[src/rtl/drac_pkg.sv]
// Shared front-end types: address/line widths plus the ICache request arbiter's state encoding.
package drac_pkg;

    typedef logic [39:0]  addr_t;
    typedef logic [127:0] icache_line_t;

    typedef enum logic [1:0] {
        IDLE       = 2'd0,
        WAIT_FETCH = 2'd1,
        WAIT_PF    = 2'd2
    } arb_state_t;

    localparam int PF_CNT_WIDTH_DEFAULT = 16;

endpackage

[src/rtl/icache_req_arbiter_sat_counter.sv]
// Up-counter that sticks at all-ones instead of wrapping.
module sat_counter #(
    parameter int WIDTH = 16
) (
    input  logic             clk_i,
    input  logic             rstn_i,
    input  logic             inc_i,
    output logic [WIDTH-1:0] cnt_o
);

    logic [WIDTH-1:0] cnt_q;
    logic [WIDTH-1:0] cnt_d;

    always_comb begin
        cnt_d = cnt_q;
        if (inc_i && (cnt_q != {WIDTH{1'b1}})) begin
            cnt_d = cnt_q + {{(WIDTH-1){1'b0}}, 1'b1};
        end
    end

    always_ff @(posedge clk_i or negedge rstn_i) begin
        if (!rstn_i) begin
            cnt_q <= '0;
        end else begin
            cnt_q <= cnt_d;
        end
    end

    assign cnt_o = cnt_q;

endmodule

[src/rtl/icache_req_arbiter.sv]
// Shares the ICache request port between fetch and the next-line prefetcher,
// one access in flight, response routed back to whoever owns it.
module icache_req_arbiter
    import drac_pkg::*;
#(
    parameter int PF_CNT_WIDTH = PF_CNT_WIDTH_DEFAULT
) (
    input  logic                    clk_i,
    input  logic                    rstn_i,
    input  logic                    fetch_req_valid_i,
    input  addr_t                   fetch_req_vaddr_i,
    input  logic                    fetch_kill_i,
    output logic                    fetch_req_ready_o,
    input  logic                    pf_req_valid_i,
    input  addr_t                   pf_req_vaddr_i,
    output logic                    pf_req_ready_o,
    output logic                    icache_req_valid_o,
    output addr_t                   icache_req_vaddr_o,
    output logic                    icache_req_kill_o,
    input  logic                    icache_req_ready_i,
    input  logic                    icache_resp_valid_i,
    input  icache_line_t            icache_resp_datablock_i,
    input  logic                    tlb_resp_xcp_if_i,
    output logic                    fetch_resp_valid_o,
    output icache_line_t            fetch_resp_data_o,
    output logic                    fetch_resp_xcpt_o,
    output logic                    pf_resp_valid_o,
    output addr_t                   pf_resp_vaddr_o,
    output icache_line_t            pf_resp_data_o,
    output logic [PF_CNT_WIDTH-1:0] pf_drop_cnt_o
);

    arb_state_t state_q, state_d;
    addr_t      addr_q, addr_d;
    logic       drop_inc;

    always_comb begin
        state_d            = state_q;
        addr_d             = addr_q;
        drop_inc           = 1'b0;
        fetch_req_ready_o  = 1'b0;
        pf_req_ready_o     = 1'b0;
        icache_req_valid_o = 1'b0;
        icache_req_vaddr_o = '0;
        icache_req_kill_o  = 1'b0;
        fetch_resp_valid_o = 1'b0;
        fetch_resp_data_o  = '0;
        fetch_resp_xcpt_o  = 1'b0;
        pf_resp_valid_o    = 1'b0;
        pf_resp_vaddr_o    = '0;
        pf_resp_data_o     = '0;

        case (state_q)
            IDLE: begin
                // A prefetch losing to fetch is simply retried, so it is not a drop.
                if (fetch_req_valid_i && icache_req_ready_i) begin
                    fetch_req_ready_o  = 1'b1;
                    icache_req_valid_o = 1'b1;
                    icache_req_vaddr_o = fetch_req_vaddr_i;
                    addr_d             = fetch_req_vaddr_i;
                    state_d            = WAIT_FETCH;
                end else if (pf_req_valid_i && icache_req_ready_i) begin
                    pf_req_ready_o     = 1'b1;
                    icache_req_valid_o = 1'b1;
                    icache_req_vaddr_o = pf_req_vaddr_i;
                    addr_d             = pf_req_vaddr_i;
                    state_d            = WAIT_PF;
                end
            end

            WAIT_FETCH: begin
                // A redirect beats any same-cycle response: the line is stale.
                if (fetch_kill_i) begin
                    icache_req_kill_o = 1'b1;
                    state_d           = IDLE;
                end else if (icache_resp_valid_i || tlb_resp_xcp_if_i) begin
                    fetch_resp_valid_o = 1'b1;
                    fetch_resp_data_o  = icache_resp_datablock_i;
                    fetch_resp_xcpt_o  = tlb_resp_xcp_if_i;
                    state_d            = IDLE;
                end
            end

            WAIT_PF: begin
                if (tlb_resp_xcp_if_i) begin
                    drop_inc = 1'b1;
                    state_d  = IDLE;
                end else if (icache_resp_valid_i) begin
                    pf_resp_valid_o = 1'b1;
                    pf_resp_vaddr_o = addr_q;
                    pf_resp_data_o  = icache_resp_datablock_i;
                    state_d         = IDLE;
                end else if (fetch_req_valid_i) begin
                    // Pre-empt: fetch is granted from IDLE on the following cycle.
                    icache_req_kill_o = 1'b1;
                    drop_inc          = 1'b1;
                    state_d           = IDLE;
                end
            end

            default: begin
                state_d = IDLE;
            end
        endcase
    end

    always_ff @(posedge clk_i or negedge rstn_i) begin
        if (!rstn_i) begin
            state_q <= IDLE;
            addr_q  <= '0;
        end else begin
            state_q <= state_d;
            addr_q  <= addr_d;
        end
    end

    sat_counter #(
        .WIDTH (PF_CNT_WIDTH)
    ) u_pf_drop_cnt (
        .clk_i  (clk_i),
        .rstn_i (rstn_i),
        .inc_i  (drop_inc),
        .cnt_o  (pf_drop_cnt_o)
    );

endmodule

[config.mk]
export PLATFORM = sky130hd
export DESIGN_NAME = icache_req_arbiter
export DESIGN_NICKNAME = d
export VERILOG_FILES = /design/src/rtl/drac_pkg.sv /design/src/rtl/icache_req_arbiter_sat_counter.sv /design/src/rtl/icache_req_arbiter.sv
export SDC_FILE = /design/constraint.sdc
export NUM_CORES = 1
export LEC_CHECK = 0
export ABC_CLOCK_PERIOD_IN_PS = 2200
export BUFFER_PORTS_ARGS = -buffer_cell sky130_fd_sc_hd__buf_2
export CORE_AREA = 10 10 215 217
export CTS_BUF_LIST = sky130_fd_sc_hd__clkbuf_4 sky130_fd_sc_hd__clkbuf_8 sky130_fd_sc_hd__clkbuf_16
export DETAILED_ROUTE_END_ITERATION = 10
export DIE_AREA = 0 0 225 227
export PLACE_DENSITY = 0.39
export SLEW_MARGIN = 20
export SYNTH_ARGS = -nofsm -noshare
export SYNTH_HDL_FRONTEND = slang
export SYNTH_SLANG_ARGS = --single-unit
[constraint.sdc]
create_clock -name clk_i -period 2.2 [get_ports clk_i]
set_input_delay 0 -clock clk_i [delete_from_list [all_inputs] [get_ports clk_i]]
set_output_delay 0 -clock clk_i [all_outputs]
set_load 0.02 [all_outputs]
==> results of run 1 <==
-- registers in the layout (all words and copies together) (netlist names) --
signal and count:
state_q 2, addr_q 40, u_pf_drop_cnt.cnt_o 16
-- power by group --
group / internal, mW / switching [mW]
Clock: 1.00 / 0.527
Combinational: 1.45 / 2.55
Sequential: 1.47 / 0.215
Total: 3.92 / 3.29
-- timing repair --
action,4_1_cts,5_1_grt
endpoints found under the hold margin,54,0
setup endpoints to repair,4,83
resized for setup,3,9
buffers inserted,1,4
pin swaps,0,1
hold buffers,43,0
gates cloned,2,3
-- worst max path at each step --
stage / startpoint / to / cells past startpoint
final: state_q[1]$_DFFE_PN0P_ / fetch_resp_data_o[35] / 8
after global routing: state_q[1]$_DFFE_PN0P_ / fetch_resp_data_o[24] / 8
after floorplan: u_pf_drop_cnt.cnt_o[0]$_DFFE_PN0P_ / u_pf_drop_cnt.cnt_o[14]$_DFFE_PN0P_ / 6
after global placement: u_pf_drop_cnt.cnt_o[0]$_DFFE_PN0P_ / u_pf_drop_cnt.cnt_o[14]$_DFFE_PN0P_ / 5
after CTS: state_q[0]$_DFFE_PN0P_ / pf_resp_data_o[57] / 6
after detailed placement: state_q[1]$_DFFE_PN0P_ / fetch_resp_data_o[7] / 7
-- per-layer routing --
layer / part of all wire, % / vias up / wire (microns) / global-route usage, %
li1: - / 3331 / - / -
met1: 36 / 3335 / 15090 / 15.72
met2: 52 / 389 / 21920 / 27.29
met3: 8.9 / 73 / 3792 / 4.684
met4: 3.7 / 6 / 1562 / 5.813
met5: 0.092 / - / 39 / 0
-- layout make-up --
class | count | area (sq um) | share of cell area, %
Tap cell | 539 | 674.4 | 7.073
Clock inverter | 3 | 45.04 | 0.4724
Multi-Input combinational cell | 538 | 3342 | 35.05
Antenna cell | 4 | 10.01 | 0.1050
Timing Repair Buffer | 639 | 3706 | 38.87
Sequential cell | 58 | 1451 | 15.22
Inverter | 7 | 26.28 | 0.2756
Clock buffer | 13 | 280.3 | 2.939
-- metrics by stage --
| step | utilization, % | cells |
|---|---|---|
| after global routing | 22.83 | 1800 |
| after detailed placement | 20.47 | 1728 |
| after CTS | 22.49 | 1790 |
| after floorplan | - | 659 |
| final | 22.83 | 1801 |
| after global placement | 20.47 | 1728 |
-- cell usage after synthesis (3+ instances only) --
| master | instances | share of area (%) |
|---|---|---|
| sky130_fd_sc_hd__nor2_1 | 44 | 3.3 |
| sky130_fd_sc_hd__clkbuf_1 | 45 | 3.4 |
| sky130_fd_sc_hd__a22oi_1 | 41 | 6.1 |
| sky130_fd_sc_hd__a21oi_1 | 3 | 0.30 |
| sky130_fd_sc_hd__inv_1 | 6 | 0.45 |
| sky130_fd_sc_hd__ha_1 | 4 | 1.0 |
| sky130_fd_sc_hd__o21ai_1 | 10 | 1.0 |
| sky130_fd_sc_hd__a211oi_1 | 4 | 0.60 |
| sky130_fd_sc_hd__and2_1 | 300 | 37 |
| sky130_fd_sc_hd__nand2_1 | 46 | 3.4 |
| sky130_fd_sc_hd__dfrtp_1 | 58 | 29 |
| sky130_fd_sc_hd__a2111oi_1 | 3 | 0.60 |
| sky130_fd_sc_hd__nand3_1 | 4 | 0.40 |
| sky130_fd_sc_hd__xor2_1 | 11 | 1.9 |
| sky130_fd_sc_hd__nor2b_1 | 4 | 0.50 |
| sky130_fd_sc_hd__nor3_1 | 4 | 0.40 |
| sky130_fd_sc_hd__buf_2 | 10 | 1.0 |
| sky130_fd_sc_hd__o21ai_0 | 33 | 3.3 |
-- worst max-delay path, stage by stage (launching register included) --
cell and delay [ns]:
sky130_fd_sc_hd__dfrtp_1 0.40, sky130_fd_sc_hd__inv_1 0.09, sky130_fd_sc_hd__ha_1 0.17, sky130_fd_sc_hd__nor2b_4 0.16, sky130_fd_sc_hd__nor2b_4 0.16, sky130_fd_sc_hd__buf_12 0.16
sky130_fd_sc_hd__buf_16 0.24, sky130_fd_sc_hd__and2_1 0.17, sky130_fd_sc_hd__buf_2 0.16
-- logic make-up (layout without fill, tap and decap cells) --
group,Yosys count,count (layout),synth area share (%)
other,0,4,0
DFF,58,58,28.99
muxes,4,4,0.9497
xor gates and xnor gates,11,11,1.924
adders and majority gates,4,4,0.9998
AOI/OAI and AO/OA,102,102,13.40
and+or+nand+nor,417,417,48.61
buffers and inverters,63,662,5.124
==> impl_metrics.tcl, run 1 <==
set metrics [dict create \
    hold_path_end "addr_q[0]$_DFFE_PN0P_" \
    rsz0062_at_grt "no" \
    min_from "fetch_req_vaddr_i[0]" \
    timing_hold_violations_final 0 \
    grt-ovfl-total 0 \
    chip_width_microns 225 \
    clock_tree_from_tritoncts "built" \
    min_path_type "in -> reg" \
    cp_data_required_time_ns 2.20 \
    synthesis.yosys.warnings 0 \
    crit_fanout 64 \
    regToRegEndpoint "u_pf_drop_cnt.cnt_o[14]$_DFFE_PN0P_" \
    routed_wirelength_microns 42410 \
    gp_congestion 0.8840 \
    grt_pass1_wl_microns 54790 \
    most-common-layout-cells "sky130_fd_sc_hd__buf_2 (570), sky130_fd_sc_hd__and2_1 (298), sky130_fd_sc_hd__dfrtp_1 (58), sky130_fd_sc_hd__nand2_1 (46)" \
    placedInstanceArea_sq_um 8547 \
    timing.critical_path.from_type "register" \
    reg2reg_setup_slack_ns 0.36 \
    number_of_antenna_violations_at_the_first_check_in_global_routing 19 \
    syn_to_final_growth_pct 90.48 \
    max_clock_freq_mhz 486.0 \
    fillCellCount 4714 \
    vias 7134 \
    setup_violations 0 \
    ys_ff_latch 58 \
    synth.lib_cells_used.distinct 43 \
    max_cap_viol_count 0 \
    route.detailed.vias_per_inst 3.961 \
    grt_max_degree 92 \
    period_share_pct 93.53 \
    cts_inserted_buffers 9 \
    worst-setup-path-type "reg -> out" \
    final.min_clock_period_ns 2.058 \
    final_layout_size_suffix_gt1_share_pct 50.40 \
    std_cell_rows 75 \
    power.density_cell_area_nw_per_um2 756.4 \
    slew_headroom_pct 49.91 \
    drtAntennaViolNets 0 \
    power_mw 7.213 \
    design.die.area_sq_um 51080 \
    finalSetupTns_ns 0 \
    postSynth.asyncResetShare_pct 100.0 \
    synth_ff_type "sky130_fd_sc_hd__dfrtp_1" \
    cts_root_buffer "sky130_fd_sc_hd__clkbuf_16" \
    synthCells 659 \
    post_synth_instance_area_sq_um 5006 \
    p_leak_nw 5.502 \
    detailedRoute.firstPassIterationCount 4 \
    grt_util_all_layers_pct 14.94 \
    worst_pin_slew_ns 0.7514 \
    status "completed" \
    wire_per_inst_microns 23.55 \
    numClockSinks 58 \
    finalNetCount 1473 \
    post-route-worst-setup-slack_ns 0.1423 \
    design.core.area_sq_um 41760 \
    portBuffers 574 \
    synth-edff-count 0 \
    postLayoutCellArea_sq_um 9535 \
    arrival_ns 2.06 \
    r2r-start "u_pf_drop_cnt.cnt_o[0]$_DFFE_PN0P_" \
    chipHeight_microns 227 \
    worst_setup_path_end_kind "primary output" \
    vdd_ir_drop_max_mv 0.3678 \
    hold_slack_ns 0.01915 \
    clock_latency_of_the_later_clocked_register_in_the_worst_skew_pair_ns 0.33 \
    synth_fp_nets 879 \
    syn_area_per_cell_sq_um 7.596 \
    place.detailed.hpwl_microns 34860 \
    commonest_non_fill_non_tap_cell_in_the_layout "sky130_fd_sc_hd__buf_2" \
    first_global_vias 7074 \
    initialDrtViolationCount 440 \
    initial_core_util_pct 11.99 \
    clkTransAtPathRegs_ns 0.05 \
    worst-r2r-cell-count 5 \
    ios 575 \
    htree_levels 3 \
    report.final.slew_viol_count 0 \
    ys_seq_area_share_pct 28.99 \
    detail_route.drc_violations 0 \
    hold_depth 3 \
    place_ws_ns 0.3150 \
    clock-skew-final_ns 0.006454 \
    cts_buffer_depth 2 \
]
Power figures use the tool's default switching activity.
==> run 2: changes to the inputs <==
Settings changed: CORE_AREA 10 10 215 217 to 10 10 212 214, CTS_BUF_LIST sky130_fd_sc_hd__clkbuf_4 sky130_fd_sc_hd__clkbuf_8 sky130_fd_sc_hd__clkbuf_16 to sky130_fd_sc_hd__clkbuf_2, DIE_AREA 0 0 225 227 to 0 0 222 224, PLACE_DENSITY 0.39 to 0.43, SYNTH_HIERARCHICAL set to 1.
==> impl_metrics.tcl, run 2 <==
set metrics [dict create \
    status "completed" \
    ys_seq_area_share_pct 23.73 \
    grt_pass1_wl_microns 68590 \
    max_cap_viol_count 0 \
    timing_hold_violations_final 0 \
    clock_latency_of_the_later_clocked_register_in_the_worst_skew_pair_ns 0.52 \
    std_cell_rows 74 \
    design.die.area_sq_um 49730 \
    commonest_non_fill_non_tap_cell_in_the_layout "sky130_fd_sc_hd__buf_2" \
    p_leak_nw 6.149 \
    largest_register_ff_count 40 \
    wire_per_inst_microns 25.60 \
    initialDrtViolationCount 565 \
    postSynth.asyncResetShare_pct 100.0 \
    synth.largest_area_cell "sky130_fd_sc_hd__and2_1" \
    power.density_cell_area_nw_per_um2 626.3 \
    vias 8753 \
    clock_tree_from_tritoncts "built" \
    synth.cells.most_frequent "sky130_fd_sc_hd__and2_1 (298), sky130_fd_sc_hd__dfrtp_1 (58), sky130_fd_sc_hd__nand2_1 (46)" \
    htree_levels 3 \
    synth_ff_type "sky130_fd_sc_hd__dfrtp_1" \
    timing.critical_path.from_type "register" \
    yosys.area_share.adder_pct 0.8183 \
    syn_to_final_growth_pct 101.4 \
    design.core.area_sq_um 40550 \
    fraction_of_synthesized_cell_area_in_xor_and_xnor_cells_pct 1.002 \
    clkTransAtPathRegs_ns 0.21 \
    most-common-layout-cells "sky130_fd_sc_hd__buf_2 (348), sky130_fd_sc_hd__and2_1 (221), sky130_fd_sc_hd__buf_6 (120), sky130_fd_sc_hd__buf_4 (114), sky130_fd_sc_hd__dlygate4sd3_1 (91)" \
    worst-setup-path-type "reg -> reg" \
    finalSetupTns_ns 0 \
    slew_headroom_pct 46.82 \
    min_path_type "in -> reg" \
    synth_top_family_by_area "simple AND/OR/NAND/NOR gates" \
    number_of_antenna_violations_at_the_first_check_in_global_routing 19 \
    synth-edff-count 0 \
    route.detailed.vias_per_inst 4.392 \
    setup_violations 0 \
    portBuffers 574 \
    grt_max_degree 124 \
    cts_root_buffer "sky130_fd_sc_hd__clkbuf_2" \
    rsz0062_at_grt "yes" \
    first_global_vias 8908 \
    place.detailed.hpwl_microns 40030 \
    synth_fp_nets 1025 \
    drtAntennaViolNets 0 \
    initial_core_util_pct 15.08 \
    post_synth_instance_area_sq_um 6116 \
    synthesis.yosys.warnings 6 \
    chip_width_microns 222 \
    largest-register "addr_q" \
    synthCells 805 \
    ys_ff_latch 58 \
    ys_top_cells_by_area "sky130_fd_sc_hd__and2_1 (30%), sky130_fd_sc_hd__dfrtp_1 (24%), sky130_fd_sc_hd__nand3b_1 (5.0%)" \
    finalNetCount 1668 \
    netlist.area_leader.share_pct 30.48 \
    syn_area_per_cell_sq_um 7.597 \
    cts_buffer_depth 2 \
    synth_compound_gate_area_share_pct 18.21 \
    clock-skew-final_ns 0.03281 \
    numClockSinks 58 \
    cts_inserted_buffers 9 \
    worst_pin_slew_ns 0.7951 \
    fillCellCount 4333 \
    gp_congestion 0.8632 \
    synth-simple-area-share_pct 48.04 \
    power_mw 7.715 \
    crit_fanout 43 \
    period_share_pct 98.71 \
    final.min_clock_period_ns 2.172 \
    worst_setup_path_end_kind "register" \
    vdd_ir_drop_max_mv 0.2594 \
    detail_route.drc_violations 0 \
    cp_data_required_time_ns 2.64 \
    multiplexer_area_fraction_after_synthesis_pct 0.4910 \
    routed_wirelength_microns 51030 \
    grt-ovfl-total 0 \
    report.final.slew_viol_count 0 \
    chipHeight_microns 224 \
    synth.lib_cells_used.distinct 41 \
    grt_util_all_layers_pct 18.70 \
    max_clock_freq_mhz 460.5 \
    final_layout_size_suffix_gt1_share_pct 50.31 \
    ios 575 \
    detailedRoute.firstPassIterationCount 5 \
    arrival_ns 2.61 \
    yosysMostFrequentCell "sky130_fd_sc_hd__and2_1" \
]
-- run 2: cell count changes after synthesis, sizes merged, moves of 15 or more --
cell	delta
clkbuf	-15
nor2	-35
nand3b	+41
buf	+38
a31oi	+42
a21oi	+40
nor2b	+37
-- run 2: repair_timing --
action                                 CTS  global route
setup endpoints to repair              293           334
buffers inserted                        13             2
pin swaps                                3             1
cloned                                   7             9
hold buffers                            91             0
gates resized for setup                272           184
endpoints found under the hold margin  100             0
-- run 2: area by class of cell --
| class | count | area, sq um | area share, % |
|---|---|---|---|
| clock inverter | 7 | 83.83 | 0.6805 |
| tap | 532 | 665.6 | 5.403 |
| inverter | 4 | 15.01 | 0.1219 |
| sequential | 58 | 1451 | 11.78 |
| multi-input combinational | 664 | 4420 | 35.88 |
| timing repair buffer | 711 | 5618 | 45.60 |
| clock buffer | 9 | 45.04 | 0.3656 |
| antenna | 8 | 20.02 | 0.1625 |
-- run 2: routing by layer --
layer	vias up	GRT usage [%]	wire length, microns
li1	4031	-	-
met5	-	0	13
met1	4232	21.50	20210
met3	56	4.727	3334
met4	2	5.245	1322
met2	432	33.59	26150
-- run 2: final timing paths --
| check | from | slack (ns) | endpoint | cells past startpoint |
|---|---|---|---|---|
| min | fetch_req_valid_i | 0.13 | addr_q[39]$_DFFE_PN0P_ | 3 |
| max | state_q[0]$_DFFE_PN0P_ | 0.03 | addr_q[31]$_DFFE_PN0P_ | 7 |
| min reg2reg | u_pf_drop_cnt/cnt_o[0]$_DFFE_PN0P_ | 0.55 | u_pf_drop_cnt/cnt_o[0]$_DFFE_PN0P_ | 1 |
| max in group asynchronous | rstn_i | 0.22 | addr_q[34]$_DFFE_PN0P_ | 4 |
| max reg2reg | state_q[0]$_DFFE_PN0P_ | 0.03 | addr_q[31]$_DFFE_PN0P_ | 7 |
| min in group asynchronous | rstn_i | 0.47 | addr_q[23]$_DFFE_PN0P_ | 3 |
-- run 2: logic make-up after synthesis --
family,count (synthesis)
adders and majority gates,4
DFF,58
AOI/OAI and AO/OA,181
and+or+nand+nor,470
xor gates and xnor gates,7
muxes,2
buffers and inverters,83
-- run 2: per-stage QoR --
| step | util [%] | instances | hold WS, ns | worst slack, ns | cell area [sq um] |
|---|---|---|---|---|---|
| 2_1_floorplan | - | 805 | -0.2956 | 0.4405 | 6116 |
| 3_3_place_gp | 23.43 | 1850 | 0.08716 | 0.3450 | 9503 |
| 3_5_place_dp | 23.43 | 1850 | 0.09745 | 0.2857 | 9503 |
| 4_1_cts | 28.89 | 1977 | 0.03479 | -0.08249 | 11720 |
| 5_1_grt | 30.36 | 1990 | 0.06642 | -0.1255 | 12310 |
| 6_report | 30.38 | 1993 | 0.1253 | 0.02828 | 12320 |
-- run 2: critical path, stage by stage (launching register included) --
cell and delay (ns):
sky130_fd_sc_hd__dfrtp_1 0.46, sky130_fd_sc_hd__inv_2 0.11, sky130_fd_sc_hd__ha_2 0.26, sky130_fd_sc_hd__nand2_4 0.15
sky130_fd_sc_hd__buf_12 0.20, sky130_fd_sc_hd__a22oi_1 0.22, sky130_fd_sc_hd__o21ai_0 0.11, sky130_fd_sc_hd__dlygate4sd3_1 0.58
-- run 2: power by group --
part	internal (mW)	switching [mW]	total, mW
Sequential	1.49	0.353	1.84
Clock	0.363	0.465	0.828
Combinational	2.40	2.65	5.04
Total	4.25	3.47	7.71
